[config.mk]
export PLATFORM = sky130hd
export DESIGN_NAME = rate_mult_rx_flat
export DESIGN_NICKNAME = d
export VERILOG_FILES = /design/src/rtl/rm_pkg.sv /design/src/rtl/rate_mult_rx_if.sv /design/src/rtl/rm_slot_decode.sv /design/src/rtl/rate_mult_rx.sv /design/src/flat_wrapper.sv
export SDC_FILE = /design/constraint.sdc
export NUM_CORES = 1
export LEC_CHECK = 0
export CAP_MARGIN = 20
export CELL_PAD_IN_SITES_DETAIL_PLACEMENT = 0
export CELL_PAD_IN_SITES_GLOBAL_PLACEMENT = 1
export CORE_UTILIZATION = 48
export DETAILED_ROUTE_END_ITERATION = 10
export MAX_ROUTING_LAYER = met4
export PLACE_DENSITY = 0.91
export SLEW_MARGIN = 5
export SYNTH_ARGS = -nofsm -noshare
export SYNTH_HDL_FRONTEND = slang
export SYNTH_HIERARCHICAL = 1
export SYNTH_SLANG_ARGS = --single-unit
[constraint.sdc]
create_clock -name clk -period 13.42 [get_ports clk]
set_input_delay 2.013 -clock clk [delete_from_list [all_inputs] [get_ports clk]]
set_output_delay 2.013 -clock clk [all_outputs]
set_load 0.005 [all_outputs]
[src/rtl/rm_pkg.sv]
// Shared definitions for the binary-rate-multiplier link (transmitter and receiver).
// Slot numbering is the trailing-ones count of the phase counter; all-ones is the idle slot.
package rm_pkg;

    localparam int WIDTH     = 8;
    localparam int SLOT_W    = $clog2(WIDTH + 1);
    localparam int IDLE_SLOT = WIDTH;

    // Counts consecutive ones from bit 0 upward, looking at the low `width` bits only.
    function automatic int trailing_ones(input logic [31:0] cnt, input int width);
        int  n;
        logic stop;
        n    = 0;
        stop = 1'b0;
        for (int i = 0; i < 32; i++) begin
            if (i < width && !stop) begin
                if (cnt[i]) n++;
                else        stop = 1'b1;
            end
        end
        return n;
    endfunction

endpackage

[src/rtl/rate_mult_rx_if.sv]
// Pulse-link input and frame-result handshake bundle for the rate-multiplier receiver.
interface rate_mult_rx_if #(parameter int WIDTH = rm_pkg::WIDTH);

    logic             en;
    logic             sync_in;
    logic             z_in;
    logic             out_ready;
    logic [WIDTH-1:0] c_out;
    logic [WIDTH-1:0] pulse_count;
    logic             err;
    logic             overrun;
    logic             out_valid;

    modport master (
        output en, sync_in, z_in, out_ready,
        input  c_out, pulse_count, err, overrun, out_valid
    );

    modport slave (
        input  en, sync_in, z_in, out_ready,
        output c_out, pulse_count, err, overrun, out_valid
    );

endinterface

[src/rtl/rm_slot_decode.sv]
// Combinational phase-counter decode: slot index (trailing ones) and idle flag (all ones).
module rm_slot_decode
    import rm_pkg::*;
#(
    parameter int WIDTH = rm_pkg::WIDTH,
    localparam int SW   = $clog2(WIDTH + 1)
) (
    input  logic [WIDTH-1:0] cnt_i,
    output logic [SW-1:0]    slot_o,
    output logic             idle_o
);

    assign slot_o = SW'(trailing_ones(32'(cnt_i), WIDTH));
    assign idle_o = &cnt_i;

endmodule

[src/rtl/rate_mult_rx.sv]
// Receive side of the rate-multiplier link: tracks the transmitter phase, rebuilds C one
// bit per slot over a 2^WIDTH frame, and hands each frame result out through valid/ready.
module rate_mult_rx
    import rm_pkg::*;
#(
    parameter int WIDTH = rm_pkg::WIDTH,
    localparam int SW   = $clog2(WIDTH + 1)
) (
    input  logic         clk,
    input  logic         rst,
    rate_mult_rx_if.slave bus
);

    logic [WIDTH-1:0] cnt_q, cnt_d;
    logic [WIDTH-1:0] acc_q, acc_d;
    logic [WIDTH-1:0] seen_q, seen_d;
    logic [WIDTH-1:0] pulses_q, pulses_d;
    logic             ferr_q, ferr_d;

    logic [WIDTH-1:0] c_out_q, c_out_d;
    logic [WIDTH-1:0] pcount_q, pcount_d;
    logic             err_q, err_d;
    logic             overrun_q, overrun_d;
    logic             valid_q, valid_d;

    logic [SW-1:0]    slot;
    logic             idle;
    logic [WIDTH-1:0] slot_oh;
    logic             cur_acc;
    logic             cur_seen;
    logic             samp_err;
    logic [WIDTH-1:0] pulses_nxt;

    rm_slot_decode #(.WIDTH(WIDTH)) u_decode (
        .cnt_i  (cnt_q),
        .slot_o (slot),
        .idle_o (idle)
    );

    // The idle slot index equals WIDTH, so its one-hot mask shifts out to all zeros.
    assign slot_oh    = WIDTH'(1) << slot;
    assign cur_acc    = |(acc_q & slot_oh);
    assign cur_seen   = |(seen_q & slot_oh);
    assign pulses_nxt = pulses_q + WIDTH'(bus.z_in);

    always_comb begin
        // NOTE: every variable gets its hold value first so no path can infer a latch.
        cnt_d     = cnt_q;
        acc_d     = acc_q;
        seen_d    = seen_q;
        pulses_d  = pulses_q;
        ferr_d    = ferr_q;
        c_out_d   = c_out_q;
        pcount_d  = pcount_q;
        err_d     = err_q;
        overrun_d = overrun_q;
        valid_d   = valid_q;
        samp_err  = 1'b0;

        if (valid_q && bus.out_ready) valid_d = 1'b0;

        if (bus.sync_in) begin
            cnt_d    = '0;
            acc_d    = '0;
            seen_d   = '0;
            pulses_d = '0;
            ferr_d   = 1'b0;
        end else if (bus.en) begin
            cnt_d = cnt_q + WIDTH'(1);

            if (idle) begin
                samp_err = bus.z_in;
            end else if (cur_seen) begin
                samp_err = (bus.z_in != cur_acc);
            end else begin
                acc_d  = bus.z_in ? (acc_q | slot_oh) : (acc_q & ~slot_oh);
                seen_d = seen_q | slot_oh;
            end

            if (idle) begin
                // A frame end that meets an unread, unaccepted result overwrites it.
                c_out_d  = acc_q;
                pcount_d = pulses_nxt;
                err_d    = ferr_q | samp_err;
                valid_d  = 1'b1;
                if (valid_q && !bus.out_ready) overrun_d = 1'b1;
                acc_d    = '0;
                seen_d   = '0;
                pulses_d = '0;
                ferr_d   = 1'b0;
            end else begin
                pulses_d = pulses_nxt;
                ferr_d   = ferr_q | samp_err;
            end
        end
    end

    always_ff @(posedge clk or posedge rst) begin
        if (rst) begin
            // NOTE: acc/seen are a few flops, not a RAM, so they take the async reset too.
            cnt_q     <= '0;
            acc_q     <= '0;
            seen_q    <= '0;
            pulses_q  <= '0;
            ferr_q    <= 1'b0;
            c_out_q   <= '0;
            pcount_q  <= '0;
            err_q     <= 1'b0;
            overrun_q <= 1'b0;
            valid_q   <= 1'b0;
        end else begin
            // NOTE: non-blocking here so every register samples the same pre-edge values.
            cnt_q     <= cnt_d;
            acc_q     <= acc_d;
            seen_q    <= seen_d;
            pulses_q  <= pulses_d;
            ferr_q    <= ferr_d;
            c_out_q   <= c_out_d;
            pcount_q  <= pcount_d;
            err_q     <= err_d;
            overrun_q <= overrun_d;
            valid_q   <= valid_d;
        end
    end

    assign bus.c_out       = c_out_q;
    assign bus.pulse_count = pcount_q;
    assign bus.err         = err_q;
    assign bus.overrun     = overrun_q;
    assign bus.out_valid   = valid_q;

endmodule

[src/flat_wrapper.sv]
// flat-port wrapper written by rule: the top's interface ports become plain ports
module rate_mult_rx_flat import rm_pkg::*;
#(
    parameter int WIDTH = rm_pkg::WIDTH,
    localparam int SW   = $clog2(WIDTH + 1)
)
  (clk, rst, bus_en, bus_sync_in, bus_z_in, bus_out_ready, bus_c_out, bus_pulse_count, bus_err, bus_overrun, bus_out_valid);
  rate_mult_rx_if #(.WIDTH(WIDTH)) bus_i ();
  input  logic clk;
  input  logic rst;
  input wire logic [$bits(bus_i.en)-1:0] bus_en;
  input wire logic [$bits(bus_i.sync_in)-1:0] bus_sync_in;
  input wire logic [$bits(bus_i.z_in)-1:0] bus_z_in;
  input wire logic [$bits(bus_i.out_ready)-1:0] bus_out_ready;
  output wire logic [$bits(bus_i.c_out)-1:0] bus_c_out;
  output wire logic [$bits(bus_i.pulse_count)-1:0] bus_pulse_count;
  output wire logic [$bits(bus_i.err)-1:0] bus_err;
  output wire logic [$bits(bus_i.overrun)-1:0] bus_overrun;
  output wire logic [$bits(bus_i.out_valid)-1:0] bus_out_valid;
  assign bus_i.en = bus_en;
  assign bus_i.sync_in = bus_sync_in;
  assign bus_i.z_in = bus_z_in;
  assign bus_i.out_ready = bus_out_ready;
  assign bus_c_out = bus_i.c_out;
  assign bus_pulse_count = bus_i.pulse_count;
  assign bus_err = bus_i.err;
  assign bus_overrun = bus_i.overrun;
  assign bus_out_valid = bus_i.out_valid;
  rate_mult_rx #(.WIDTH(WIDTH)) u_core (.clk(clk), .rst(rst), .bus(bus_i));
endmodule
==> results of run 1 <==
[path summary, 6_finish.rpt]
kind	endpoint	start	cells past startpoint	slack, ns
setup / recovery	u_core/seen_q[1]	u_core/cnt_q[1]	22	8.16
hold / removal	u_core/bus.pulse_count[6]	u_core/bus.pulse_count[6]	2	0.49
min in group asynchronous	u_core/acc_q[5]	rst	3	2.20
hold reg to reg	u_core/bus.pulse_count[6]	u_core/bus.pulse_count[6]	2	0.49
setup reg to reg	u_core/seen_q[1]	u_core/cnt_q[1]	22	8.16
max in group asynchronous	u_core/pulses_q[2]	rst	3	10.78
[final cells by class]
cell class                 instances  area [sq um]
clock inverter                     3         46.29
multi-input combinational        218          1468
clock buffer                       5         68.82
inverter                          12         45.04
tap                               72         90.09
fill                             500          2374
sequential                        52          1301
timing repair buffer              27         282.8
[flip-flops by register name (all words and copies together), names as in the netlist]
signal	count
u_core/ferr_q	1
u_core/bus.out_valid	1
u_core/pulses_q	8
u_core/bus.c_out	8
u_core/acc_q	8
u_core/seen_q	8
u_core/bus.pulse_count	8
u_core/bus.overrun	1
u_core/bus.err	1
u_core/cnt_q	8
[power by group]
part	internal (W)	total (W)	switching [W]	leakage [nW]
Combinational	0.0000102	0.0000274	0.0000172	0.640
Clock	0.0000562	0.000108	0.0000523	0.0548
Sequential	0.000159	0.000162	0.00000294	0.721
Total	0.000225	0.000298	0.0000724	1.42
[tightest hold or removal path, delay by kind of cell, from the launching register on]
kind,cells,cell delay (ns)
AND/OR/NAND/NOR,1,0.05
flip-flops,1,0.35
AO/OA/AOI/OAI,1,0.06
[routing by layer]
| layer | wire length (um) | part of all wire | global-route usage |
|---|---|---|---|
| met1 | 2870 | 0.49 | 0.2826 |
| met2 | 2793 | 0.48 | 0.3239 |
| met3 | 157 | 0.027 | 0.02629 |
| met4 | 31 | 0.0053 | 0.06964 |
| met5 | 0 | 0 | - |
[placed cells by master, fill, tap and decap left out, drive strengths merged, types with 2 or more instances in the layout]
cell type	count
o21a	7
dfrtp	52
a32o	2
o21bai	2
nand3	6
xnor2	6
buf	3
nand4b	2
mux2	11
a31oi	3
nand2	28
nand2b	7
or3	4
xor2	8
inv	13
a21boi	2
nor4	5
clkbuf	5
nor2	26
ha	8
clkdlybuf4s50	24
nand3b	4
nor3	5
mux2i	19
o21ai	22
and3	3
nand4	9
a21oi	13
[through the flow]
stage | std cells | setup WS, ns | cell area [sq um] | hold WS (ns) | utilization
floorplan | 299 | 9.003 | 2908 | 0.4639 | -
global placement | 380 | 8.412 | 3159 | 0.4614 | 0.5567
detailed placement | 380 | 8.226 | 3159 | 0.4717 | 0.5567
CTS | 388 | 8.217 | 3274 | 0.4929 | 0.5769
global route | 389 | 7.593 | 3302 | 0.5187 | 0.5818
finish | 389 | 8.164 | 3302 | 0.4884 | 0.5818
[logic make-up after synthesis]
kind of cell,count (synthesis),share of synthesized area
AO/OA/AOI/OAI,59,0.1274
XOR/XNOR,14,0.04217
adder cells (fa/ha/maj),8,0.03442
buffers and inverters,29,0.04775
flip-flops,52,0.4475
multiplexers,30,0.1093
AND/OR/NAND/NOR,107,0.1915
==> out/qor_table.md, run 1 <==
| Item | Value |
|---|---|
| Post-route fraction of the period consumed by the critical path | 0.3917 |
| DRC violation count after routing | 0 |
| Total power consumption of the routed design | 0.0002976 W |
| Routed wirelength normalized by instance count | 15.04 um |
| Die extent in y | 79.83 um |
| Cells resized by post-CTS repair | 0 |
| Vias post-DR | 2199 |
| Initial cell density of the core | 0.5123 |
| Distinct cell type count of the synthesized netlist | 53 |
| Most common cell in the netlist | sky130_fd_sc_hd__dfrtp_1 |
| Ratio of routed vias to standard cells | 5.653 |
| Count of endpoints failing hold in the final timing report | 0 |
| Worst min path class | register to register |
| Total number of nets in the final design | 330 |
| Share of async-settable or async-resettable flops after synthesis | 1.000 |
| Max Clk Rate | 190.3 MHz |
| Cell with the largest stage delay on the worst path | sky130_fd_sc_hd__mux2i_1 |
| Depth of the CTS H-tree | 2 |
| Worst-case clock buffer depth | 2 |
| Number of buffers inserted by port buffering | 24 |
| Floorplan row count | 27 |
| Yosys warns | 6 |
| Number of enable-type register cells in the synthesized netlist | 0 |
| Vias in the first global route | 2127 |
| Count of boundary I/O pins | 25 |
| CP Data Arrival Time | 5.45 ns |
| Number of antenna violations at the first check in global routing | 0 |
| Average footprint of a synthesized cell | 9.725 sq um |
| Total die area | 6373 sq um |
| Share of cells above drive strength 1 | 0.1009 |
| Number of hold-repair buffers added at the cts stage | 0 |
| Post-Route Skew | 0.007813 ns |
| Req. time, crit path | 13.62 ns |
| Clock-pin slew reported for the worst setup and hold paths after clock tree synthesis | 0.10 ns |
| Global-route wire length before repair | 10040 um |
| Gate family responsible for the most delay along the worst path | compound AO/OA/AOI/OAI gates |
| Initial DRT Pass Iterations | 4 |
| Slew at the pin with the worst max-slew slack | 1.050 ns |
| Total Routing Usage GR | 0.2081 |
| Cells traversed along the worst timing path | inv_1, o21ai_0, inv_1, ha_1, inv_1, a31oi_1, ha_1, mux2i_1, a21oi_1, ha_1, inv_1, o21ai_0, ha_1, a21boi_0, o21ai_2, mux2i_2, xor2_1, mux2i_1, or2b_1, o32ai_1, a211oi_1, o21a_1 |
| Element type at the critical path start | register |
| Starting DRT DRC Count | 98 |
| Total core area | 5675 sq um |
| Width of the die | 79.83 um |
| Buffer and inverter count on the worst path | 4 |
| Instance count of the mapped netlist | 299 |
| RSZ-0062 raised after global routing | no |
| Syn Nets | 313 |
| Synth Cell Area | 2908 sq um |
| Top cell types by occurrence after synthesis | sky130_fd_sc_hd__dfrtp_1, sky130_fd_sc_hd__nand2_1, sky130_fd_sc_hd__nor2_1 |
| Top flip-flop cell by instance count after synthesis | sky130_fd_sc_hd__dfrtp_1 |
| Half-perimeter wire length of the detailed placement result | 4021 um |
| Portion of synthesized cell area occupied by the leading cell type | 0.4475 |
| Clock tree sinks | 52 |
| Delay of the slowest cell on the worst path | 0.68 ns |
| Number of clock buffers inserted by TritonCTS | 5 |
| Max-cap violation count | 0 |
| Result of the run | finished clean |
| CTS tree | yes |
| Max-Slew Margin vs Limit | 0.3000 |
| Crit-path max FO | 11 |
| Number of slew-limit violations in the final report | 0 |
| Setup CP Type | register to register |
| Largest area contributor in the netlist | sky130_fd_sc_hd__dfrtp_1 |
| Synthesis-to-layout area growth | 13.55% |
| Peak supply drop | 0.07900 mV |
| Post-Route WL | 5852 um |
| Setup Buffers After CTS | 0 |
| Antenna Violating Nets Remaining | 0 |
| Tmin final | 5.256 ns |
| GR Overflow Total | 0 |
| Routability cong. | 0.8924 |
| #FFs+latches synth | 52 |
| Pin count of the biggest net entering global routing | 53 |
| Clock latency at the later pin of the worst-skew pair | 0.30 ns |
| Buffer cell driving the clock tree root | sky130_fd_sc_hd__clkbuf_8 |
| Leak | 1.416 nW |
| Number of setup violations in the final report | 0 |
| Cells taking the most area after synthesis | sky130_fd_sc_hd__dfrtp_1, sky130_fd_sc_hd__mux2i_1, sky130_fd_sc_hd__mux2_2, sky130_fd_sc_hd__nand2_1, sky130_fd_sc_hd__ha_1 |
| Antenna diode count | 0 |
| Post-route setup TNS | 0 ns |
| Sequential fraction of the synthesis area | 0.4475 |
| Total power density per cell area | 90.11 nW/um^2 |
| Category of the worst setup path capture point | register |
Note: power is estimated with default switching activity, not from simulation.
==> run 2, diff against run 1 <==
--- a/config.mk
+++ b/config.mk
@@ -8,10 +8,10 @@
 export CAP_MARGIN = 20
 export CELL_PAD_IN_SITES_DETAIL_PLACEMENT = 0
 export CELL_PAD_IN_SITES_GLOBAL_PLACEMENT = 1
-export CORE_UTILIZATION = 48
+export CORE_UTILIZATION = 41
 export DETAILED_ROUTE_END_ITERATION = 10
 export MAX_ROUTING_LAYER = met4
-export PLACE_DENSITY = 0.91
+export PLACE_DENSITY = 0.83
 export SLEW_MARGIN = 5
 export SYNTH_ARGS = -nofsm -noshare
 export SYNTH_HDL_FRONTEND = slang
==> constraint.sdc (replaced) <==
create_clock -name clk -period 4.55 [get_ports clk]
set_input_delay 0.6825 -clock clk [delete_from_list [all_inputs] [get_ports clk]]
set_output_delay 0.6825 -clock clk [all_outputs]
set_load 0.005 [all_outputs]
==> run 2 against run 1 <==
The flow now finishes with violations (negative setup slack). Combinational power grew to 4.3 times the previous value. Routed wire length grew 11%. Non-clock buffer count grew 21. Clock-buffer cell count is the same. Cell count grew 12%. Sequential cell count is the same. Worst setup slack lost 8.3 ns. Register-to-register slack lost 8.3 ns. Via count grew 6.3%. Hold slack lost 0.0040 ns. Critical path type unchanged. Critical endpoint is now u_core/acc_q[2].
==> out/qor_table.md, run 2 (synthesis results as in run 1) <==
| Item | Value |
|---|---|
| Pin count of the biggest net entering global routing | 53 |
| Die extent in y | 86.22 um |
| Category of the worst setup path capture point | register |
| Total Routing Usage GR | 0.1817 |
| Count of endpoints failing hold in the final timing report | 0 |
| Setup CP Type | register to register |
| Routed wirelength normalized by instance count | 14.97 um |
| Tmin final | 4.696 ns |
| Number of hold-repair buffers added at the cts stage | 0 |
| Count of boundary I/O pins | 25 |
| Initial cell density of the core | 0.4256 |
| Non-Filler Instances | 434 |
| Depth of the CTS H-tree | 2 |
| Final Worst Setup Slack | -0.1455 ns |
| Post-Route WL | 6497 um |
| Cell occurring most often along the worst timing path | sky130_fd_sc_hd__inv_2 |
| Total number of nets in the final design | 351 |
| Vias in the first global route | 2238 |
| CP Data Arrival Time | 4.89 ns |
| Delay of the slowest cell on the worst path | 0.54 ns |
| Start point of the critical path | u_core/cnt_q[1] |
| Total core area | 6832 sq um |
| GR Overflow Total | 0 |
| Placed Instances | 417 |
| Number of antenna violations at the first check in global routing | 0 |
| Req. time, crit path | 4.74 ns |
| Total power consumption of the routed design | 0.0009079 W |
| Global-route wire length before repair | 10340 um |
| Clock-pin slew reported for the worst setup and hold paths after clock tree synthesis | 0.09 ns |
| Synthesis-to-layout area growth | 25.00% |
| End of the critical path | u_core/acc_q[2] |
| Cells traversed along the worst timing path | inv_2, o21ai_2, inv_2, ha_4, inv_2, a31oi_1, ha_1, mux2i_2, a21oi_2, ha_1, inv_2, o21ai_2, ha_2, and3b_2, o21ai_2, mux2i_2, xor2_1, mux2i_2, buf_4, or2_4, or4_4, mux2i_1, nor2_1 |
| Half-perimeter wire length of the detailed placement result | 4273 um |
| Peak supply drop | 0.1796 mV |
| Max Clk Rate | 213.0 MHz |
| Buffer cell driving the clock tree root | sky130_fd_sc_hd__clkbuf_8 |
| Result of the run | finished with violations |
| Max-Slew Margin vs Limit | 0.4564 |
| Leak | 1.529 nW |
| Number of buffers inserted by port buffering | 24 |
| CTS tree | yes |
| Worst reg-to-reg path cell count | 23 |
| Antenna diode count | 0 |
| Internal reg-to-reg setup slack | -0.15 ns |
| Post-route fraction of the period consumed by the critical path | 1.032 |
| Share of cells above drive strength 1 | 0.2219 |
| Antenna Violating Nets Remaining | 0 |
| Post-Route Skew | 0.008030 ns |
| Number of clock buffers inserted by TritonCTS | 5 |
| Vias post-DR | 2337 |
| Launch point of the worst reg-to-reg path | u_core/cnt_q[1] |
| RSZ-0062 raised after global routing | yes |
| Ratio of routed vias to standard cells | 5.385 |
| Width of the die | 86.22 um |
| Element type at the critical path start | register |
| Failing checks | negative setup slack |
| Commonest non-fill, non-tap cells in the layout | sky130_fd_sc_hd__dfrtp_1, sky130_fd_sc_hd__nand2_1, sky130_fd_sc_hd__nor2_1, sky130_fd_sc_hd__clkdlybuf4s50_1, sky130_fd_sc_hd__buf_4 |
| Number of setup violations in the final report | 10 |
| Floorplan row count | 30 |
| Cells on Worst Hold Path | 1 |
| Starting DRT DRC Count | 124 |
| Cell with the largest stage delay on the worst path | sky130_fd_sc_hd__or4_4 |
| Clock tree sinks | 52 |
| Number of slew-limit violations in the final report | 0 |
| Worst min path class | register to register |
| Routability cong. | 0.8323 |
| Slew at the pin with the worst max-slew slack | 0.8129 ns |
| Max-cap violation count | 0 |
| Leading cell type in the layout, fill and taps excluded | sky130_fd_sc_hd__dfrtp_1 |
| Total power density per cell area | 249.8 nW/um^2 |
| Worst-case clock buffer depth | 2 |
| Total die area | 7433 sq um |
| Crit-path max FO | 8 |
| DRC violation count after routing | 0 |
| End of the worst register-to-register path | u_core/acc_q[2] |
| Clock latency at the later pin of the worst-skew pair | 0.31 ns |
| Initial DRT Pass Iterations | 4 |
[run 2: cell count changes in the layout (fill, tap and decap cells not counted), moves of 3 or more]
cell,delta
sky130_fd_sc_hd__o21ai_0,-3
sky130_fd_sc_hd__nor4_1,-3
sky130_fd_sc_hd__nor4_4,+3
sky130_fd_sc_hd__mux2i_2,+3
sky130_fd_sc_hd__buf_4,+21
sky130_fd_sc_hd__mux2i_1,-4
sky130_fd_sc_hd__inv_1,-4
sky130_fd_sc_hd__inv_2,+4
[run 2: area by class of cell]
| cell class | count | area [sq um] |
|---|---|---|
| Sequential cell | 52 | 1301 |
| Clock inverter | 3 | 42.54 |
| Timing Repair Buffer | 48 | 432.9 |
| Clock buffer | 5 | 68.82 |
| Fill cell | 646 | 3197 |
| Tap cell | 96 | 120.1 |
| Inverter | 12 | 45.04 |
| Multi-Input combinational cell | 218 | 1624 |
[run 2: power by group]
part           internal [W]  total (W)  switching (W)  leakage [nW]
logic             0.0000499   0.000117      0.0000670         0.753
registers          0.000468   0.000475     0.00000643         0.721
clock network      0.000163   0.000316       0.000153        0.0541
total              0.000681   0.000908       0.000227          1.53
[run 2: timing repair]
action	CTS	global route
setup buffers	3	6
pin swaps	2	23
setup endpoints to repair	15	17
gates resized for setup	11	21
[run 2: worst max-delay path: cells and delay by family (launching register included)]
family | cells | cell delay (ns)
XOR/XNOR | 1 | 0.24
AO/OA/AOI/OAI | 5 | 0.66
flip-flops | 1 | 0.41
adder cells (fa/ha/maj) | 4 | 1.06
AND/OR/NAND/NOR | 4 | 1.05
multiplexers | 4 | 0.78
buffers and inverters | 5 | 0.40
[run 2: routing by layer]
| metal | GRT usage | part of all wire | up-vias |
|---|---|---|---|
| met4 | 0.06364 | 0.013 | 0 |
| met3 | 0.03619 | 0.042 | 9 |
| met5 | - | 0 | - |
| met2 | 0.2879 | 0.49 | 53 |
| met1 | 0.2329 | 0.46 | 1142 |
| li1 | - | - | 1133 |
[run 2: how the worst min path moves through the flow]
stage / from / to / slack, ns
detailed placement: u_core/bus.overrun / u_core/bus.overrun / 0.47
finish: u_core/bus.overrun / u_core/bus.overrun / 0.48
global placement: u_core/bus.overrun / u_core/bus.overrun / 0.46
floorplan: u_core/seen_q[1] / u_core/seen_q[1] / 0.46
CTS: u_core/bus.overrun / u_core/bus.overrun / 0.49
global route: u_core/bus.pulse_count[5] / u_core/bus.pulse_count[5] / 0.51
[run 2: through the flow]
| stage | util | TNS [ns] | setup WS [ns] | hold slack, ns | area (sq um) |
|---|---|---|---|---|---|
| finish | 0.5321 | -0.4879 | -0.1455 | 0.4844 | 3635 |
| global route | 0.5321 | -3.438 | -0.3466 | 0.5123 | 3635 |
| CTS | 0.5099 | -0.01586 | -0.009724 | 0.4936 | 3483 |
| detailed placement | 0.4811 | -1.959 | -0.3080 | 0.4695 | 3287 |
| global placement | 0.4811 | 0 | 0.03369 | 0.4605 | 3287 |
| floorplan | - | 0 | 0.1333 | 0.4639 | 2908 |
